<file path="config.mk">
export PLATFORM = sky130hd
export DESIGN_NAME = gol_scan_driver_flat
export DESIGN_NICKNAME = d
export VERILOG_FILES = /design/src/rtl/gol_pkg.sv /design/src/rtl/gol_scan_driver_if.sv /design/src/rtl/gol_dwell_timer.sv /design/src/rtl/gol_scan_driver.sv /design/src/flat_wrapper.sv
export SDC_FILE = /design/constraint.sdc
export NUM_CORES = 1
export LEC_CHECK = 0
export BUFFER_PORTS_ARGS = -buffer_cell sky130_fd_sc_hd__buf_4
export CAP_MARGIN = 40
export CORE_AREA = 8 8 121 234
export CTS_CLUSTER_DIAMETER = 50
export CTS_CLUSTER_SIZE = 10
export DETAILED_ROUTE_END_ITERATION = 8
export DIE_AREA = 0 0 129 242
export SLEW_MARGIN = 40
export SYNTH_ARGS = -nofsm -noshare
export SYNTH_HDL_FRONTEND = slang
export SYNTH_HIERARCHICAL = 1
export SYNTH_SLANG_ARGS = --single-unit
export TNS_END_PERCENT = 30
</file>
<file path="constraint.sdc">
create_clock -name clka -period 4.6 [get_ports clka]
set_input_delay 0.23 -clock clka [delete_from_list [all_inputs] [get_ports clka]]
set_output_delay 0.23 -clock clka [all_outputs]
set_load 0.005 [all_outputs]
</file>
<file path="src/rtl/gol_pkg.sv">
// gol_pkg: shared grid geometry, scan state encoding and cell index mapping
package gol_pkg;
   localparam int GRID_W = 64;
   localparam int ROWS = 8;
   localparam int COLS = 8;
   typedef enum logic [1:0] {IDLE, BLANK, SHOW} scan_state_t;
   function automatic logic [5:0] cell_idx(input logic [2:0] r, input logic [2:0] c);
      return {r, c};
   endfunction
endpackage

</file>
<file path="src/rtl/gol_scan_driver_if.sv">
// gol_scan_driver_if: generation handshake and LED panel pins of the scan driver
interface gol_scan_driver_if;
   import gol_pkg::*;
   logic en;
   logic [GRID_W-1:0] grid_in;
   logic grid_valid;
   logic grid_ack;
   logic overrun;
   logic [ROWS-1:0] row_n;
   logic [COLS-1:0] col;
   logic [2:0] row_idx;
   logic frame_done;
   modport master(output en, grid_in, grid_valid, input grid_ack, overrun, row_n, col, row_idx, frame_done);
   modport slave(input en, grid_in, grid_valid, output grid_ack, overrun, row_n, col, row_idx, frame_done);
endinterface

</file>
<file path="src/rtl/gol_dwell_timer.sv">
// gol_dwell_timer: loadable down-counter that parks at zero and flags terminal count
module gol_dwell_timer #(parameter int CW = 4) (
   input logic clka,
   input logic stop,
   input logic ld,
   input logic [CW-1:0] ld_val,
   output logic [CW-1:0] cnt,
   output logic tc
);
   // reload on state entry, otherwise count down to zero and hold
   always_ff @(posedge clka) begin
      if (stop) cnt <= '0;
      else if (ld) cnt <= ld_val;
      else if (cnt != '0) cnt <= cnt - 1'b1;
   end
   assign tc = cnt == '0;
endmodule

</file>
<file path="src/rtl/gol_scan_driver.sv">
// gol_scan_driver: double-buffered row-multiplexed 8x8 LED scan of a Game of Life grid
module gol_scan_driver
   import gol_pkg::*;
#(
   parameter int DWELL_CYCLES = 1000,
   parameter int BLANK_CYCLES = 4
) (
   input logic clka,
   input logic stop,
   gol_scan_driver_if.slave bus
);
   localparam int CW = $clog2(DWELL_CYCLES > BLANK_CYCLES ? DWELL_CYCLES : BLANK_CYCLES) + 1;
   localparam logic [CW-1:0] DWELL_LD = CW'(DWELL_CYCLES - 1);
   localparam logic [CW-1:0] BLANK_LD = CW'(BLANK_CYCLES - 1);
   scan_state_t state, state_nxt;
   logic [2:0] row, row_nxt;
   logic [GRID_W-1:0] pend, disp;
   logic pend_full, ld, start, promote, last_nxt, tc;
   logic [CW-1:0] ld_val, cnt;
   gol_dwell_timer #(.CW(CW)) u_timer (.clka(clka), .stop(stop), .ld(ld), .ld_val(ld_val), .cnt(cnt), .tc(tc));
   // next scan position; every state entry reloads the timer, row 0 BLANK entry is a frame start
   always_comb begin
      state_nxt = state;
      row_nxt = row;
      ld = 1'b0;
      ld_val = BLANK_LD;
      start = 1'b0;
      if (!bus.en) begin
         state_nxt = IDLE;
         row_nxt = 3'd0;
         ld = 1'b1;
      end else if (state == IDLE) begin
         state_nxt = BLANK;
         row_nxt = 3'd0;
         ld = 1'b1;
         start = 1'b1;
      end else if (tc) begin
         ld = 1'b1;
         if (state == BLANK) begin
            state_nxt = SHOW;
            ld_val = DWELL_LD;
         end else begin
            state_nxt = BLANK;
            row_nxt = row + 3'd1;
            start = row == 3'd7;
         end
      end
   end
   assign promote = start & pend_full;
   assign last_nxt = state_nxt == SHOW && row_nxt == 3'd7 && (ld ? ld_val == '0 : cnt == CW'(1));
   assign bus.row_idx = row;
   // scan state, generation buffers and registered panel outputs
   always_ff @(posedge clka) begin
      if (stop) begin
         state <= IDLE;
         row <= 3'd0;
         pend <= '0;
         disp <= '0;
         pend_full <= 1'b0;
         bus.grid_ack <= 1'b0;
         bus.frame_done <= 1'b0;
         bus.overrun <= 1'b0;
         bus.row_n <= '1;
         bus.col <= '0;
      end else begin
         state <= state_nxt;
         row <= row_nxt;
         if (promote) disp <= pend;
         if (bus.grid_valid) pend <= bus.grid_in;
         pend_full <= bus.grid_valid | (pend_full & ~promote);
         bus.overrun <= bus.overrun | (bus.grid_valid & pend_full & ~promote);
         bus.grid_ack <= promote;
         bus.frame_done <= last_nxt;
         bus.row_n <= state_nxt == SHOW ? ~(ROWS'(1) << row_nxt) : '1;
         bus.col <= state_nxt == SHOW ? disp[cell_idx(row_nxt, 3'd0) +: COLS] : '0;
      end
   end
endmodule

</file>
<file path="src/flat_wrapper.sv">
// flat-port wrapper written by rule: the top's interface ports become plain ports
module gol_scan_driver_flat import gol_pkg::*;
#(
   parameter int DWELL_CYCLES = 1000,
   parameter int BLANK_CYCLES = 4
)
  (clka, stop, bus_en, bus_grid_in, bus_grid_valid, bus_grid_ack, bus_overrun, bus_row_n, bus_col, bus_row_idx, bus_frame_done);
  gol_scan_driver_if bus_i ();
  input logic clka;
  input logic stop;
  input wire logic [$bits(bus_i.en)-1:0] bus_en;
  input wire logic [$bits(bus_i.grid_in)-1:0] bus_grid_in;
  input wire logic [$bits(bus_i.grid_valid)-1:0] bus_grid_valid;
  output wire logic [$bits(bus_i.grid_ack)-1:0] bus_grid_ack;
  output wire logic [$bits(bus_i.overrun)-1:0] bus_overrun;
  output wire logic [$bits(bus_i.row_n)-1:0] bus_row_n;
  output wire logic [$bits(bus_i.col)-1:0] bus_col;
  output wire logic [$bits(bus_i.row_idx)-1:0] bus_row_idx;
  output wire logic [$bits(bus_i.frame_done)-1:0] bus_frame_done;
  assign bus_i.en = bus_en;
  assign bus_i.grid_in = bus_grid_in;
  assign bus_i.grid_valid = bus_grid_valid;
  assign bus_grid_ack = bus_i.grid_ack;
  assign bus_overrun = bus_i.overrun;
  assign bus_row_n = bus_i.row_n;
  assign bus_col = bus_i.col;
  assign bus_row_idx = bus_i.row_idx;
  assign bus_frame_done = bus_i.frame_done;
  gol_scan_driver #(.DWELL_CYCLES(DWELL_CYCLES), .BLANK_CYCLES(BLANK_CYCLES)) u_core (.clka(clka), .stop(stop), .bus(bus_i));
endmodule
</file>
==> impl_metrics.toml <==
[clock_tree]
clkTransAtPathRegs_ns = 0.07
cts_tree = "built"
clock_sinks = 164
cts_root_buf = "clkbuf_16"
cts_buffer_depth = 2
cts_setup_buffers = 0
numCtsBuffers = 17
clock_latency_ns = 0.43
post_cts_resized = 0
htree_levels = 4
postCtsHoldBufs = 0

[run]
drv_cap = 0

[worst_setup_path]
path_max_fanout = 34
cp_num_buf_inv = 2
cpMaxStageDelayCell = "nor4_4"
crit_type = "reg2reg"
arrival_ns = 3.90
start_kind = "register"
path_cells = "inv_1 > ha_1 > or4b_1 > nor4_4 > and3_1 > o21ai_2 > nor2_4 > buf_4 > nand2_1 > a21oi_1"
worst_ep_required_time_ns = 4.95
crit_family = "simple AND/OR/NAND/NOR gates"
cp-end-kind = "register"
cp_slowest_stage_delay_ns = 0.62

[yosys]
yosys_most_used_dff = "dfxtp_1"
netlist.area_leader.share = 0.490
synthXorXnorAreaFrac = 0.00523
synthMuxAreaShare = 0.0978
ys_ff_latch = 164
synth_cell_type_count = 62
synth_area_leaders = "dfxtp_1 (49%), nand2_1 (10%), mux2i_1 (9.6%), a21oi_1 (5.3%), nor2_1 (4.4%)"
syn_avg_cell_area_um2 = 8.57
synth_commonest_cells = "nand2_1 (184), dfxtp_1 (164), nor2_1 (78), a21oi_1 (71), mux2i_1 (64)"
async_reset_ff_frac = 0
syn_inst = 782
synth_edf_count = 0
synthSimpleGateAreaFrac = 0.227
synth_compound_area_frac = 0.122
syn_area_mm2 = 0.00670
synth.most_common_cell = "nand2_1"
synth_top_family_by_area = "simple AND/OR/NAND/NOR gates"
synth_area_leader_cell = "dfxtp_1"
synthAdderAreaFrac = 0.00560
yosysWarnings = 6
ys_seq_area_frac = 0.490

[global_route]
grt_max_degree = 81
antenna_found_initial = 0
grt_pass1_vias = 5363
grt_overflow = 0
grt_pass1_wl_mm = 28.5
grt_usage = 0.115

[detailed_routing]
drc_errors = 0
wl_per_cell_um = 14.8
routed_wl_mm = 17.6
ant_nets = 0
drt_iter0_markers = 417
dr.pass1.iters = 6
via_count = 5537
viasPerCell = 4.65

[sta]
fin_tns_setup_ns = 0
fin_crit_sh = 0.773
setup_ws_ns = 1.04
rsz0062_at_grt = "no"
drv_slew = 0
max_freq_mhz = 281
hold_viol_final = 0
finClkSkew_ns = 0.0143
worst_slew_pin_slew_ns = 0.818
min_period_ns = 3.56
setup_violations = 0
slew_headroom = 0.455

[placement]
placed_area_mm2 = 0.00754
io_buffers = 89
gp_congestion = 0.805
dpl.hpwl_mm = 12.0
place_ws_ns = 1.05

[die]
die_h_um = 242
dieArea_mm2 = 0.0312
row_count = 83
initial_utilization = 0.263
die_w_um = 129
num_io_pins = 90
core_mm2 = 0.0254

[cells_and_area]
fillers = 2666
ff_latch_area_mm2 = 0.00328
drive_gt1_frac = 0.161
multi_input_comb_area_mm2 = 0.00310
syn_to_final_growth_pct = 21.6
fin_area_mm2 = 0.00815
diodes = 0
fin_nets = 908

[power_and_ir_drop]
powerDensity_mw_per_mm2 = 392
power_leakage_nw = 3.21
finalPower_w = 0.00320
vdd_ir_drop_max_mv = 0.207

[hold_path]
hp-class = "in2reg"

[run_status]
status = "completed"
-- power by group --
part           switching (W)  internal [W]
clock               0.000590      0.000861
combinational       0.000128      0.000107
sequential         0.0000383       0.00147
total               0.000757       0.00244
-- area by class of cell --
class / count / share of cell area
sequential: 164 / 0.403
clock buffer: 18 / 0.0527
multi-input combinational: 554 / 0.380
timing repair buffer: 94 / 0.0871
clock inverter: 14 / 0.0220
inverter: 6 / 0.00276
tap: 340 / 0.0522
-- routing by layer --
metal	vias up	GRT usage	wire [um]
li1	2785	-	-
met1	2562	0.152	8320
met2	171	0.170	7870
met3	19	0.0351	1140
met4	0	0.0417	311
met5	-	0	0
-- cell usage in the layout, fill, tap and decap left out, drive strengths merged, types with 4 or more instances in the layout --
master  synthesis  layout
a21oi          71      71
a32o            8       8
a41oi           9       9
buf            39      94
clkbuf         22      18
clkinv          1       7
conb            2       5
dfxtp         164     164
inv             5       8
mux2i          64      64
nand2         184     184
nand3          39      39
nand4           9       9
nor2           79      79
nor4            6       6
o21ai          21      21
or3             6       6
or4             4       4
-- per-stage QoR --
step           utilization  std cells  hold slack [ns]
4_1_cts              0.320       1190           0.0191
3_3_place_gp         0.296       1158            0.437
5_1_grt              0.320       1190           0.0353
3_5_place_dp         0.296       1158            0.443
2_1_floorplan            -        785            0.377
6_report             0.320       1190           0.0283
-- worst paths after layout --
check                                           start              end  slack (ns)  cells after the start
worst max register to register  u_core/u_timer/cnt[0]  u_core/disp[34]        1.04                     10
worst min-delay path                  bus_grid_in[57]  u_core/pend[57]        0.03                      3
worst max-delay path            u_core/u_timer/cnt[0]  u_core/disp[34]        1.04                     10
worst min register to register        u_core/disp[56]  u_core/disp[56]        0.45                      2
-- cells by family (layout without fill, tap and decap cells) --
logic type	Yosys count	after routing
compound gates	130	130
xor+xnor	4	4
fa+ha+maj	3	3
buf+inv	67	132
flops	164	164
mux	65	65
other cells	2	5
simple gates	347	347
-- state kept, by name, summed over array words and instances (netlist names), 2 cells and up --
name	flops
u_core/disp	64
u_core/pend	64
u_core/u_timer/cnt	11
u_core/bus.col	8
u_core/bus.row_n	8
u_core/bus.row_idx	3
u_core/state	2
-- worst reg2reg max path, cell delays in order, from the launching register on --
cell     delay (ns)
dfxtp_1        0.36
inv_1          0.08
ha_1           0.19
or4b_1         0.61
nor4_4         0.62
and3_1         0.27
o21ai_2        0.10
nor2_4         0.55
buf_4          0.45
nand2_1        0.12
a21oi_1        0.13
(Power assumes the default switching activity.)
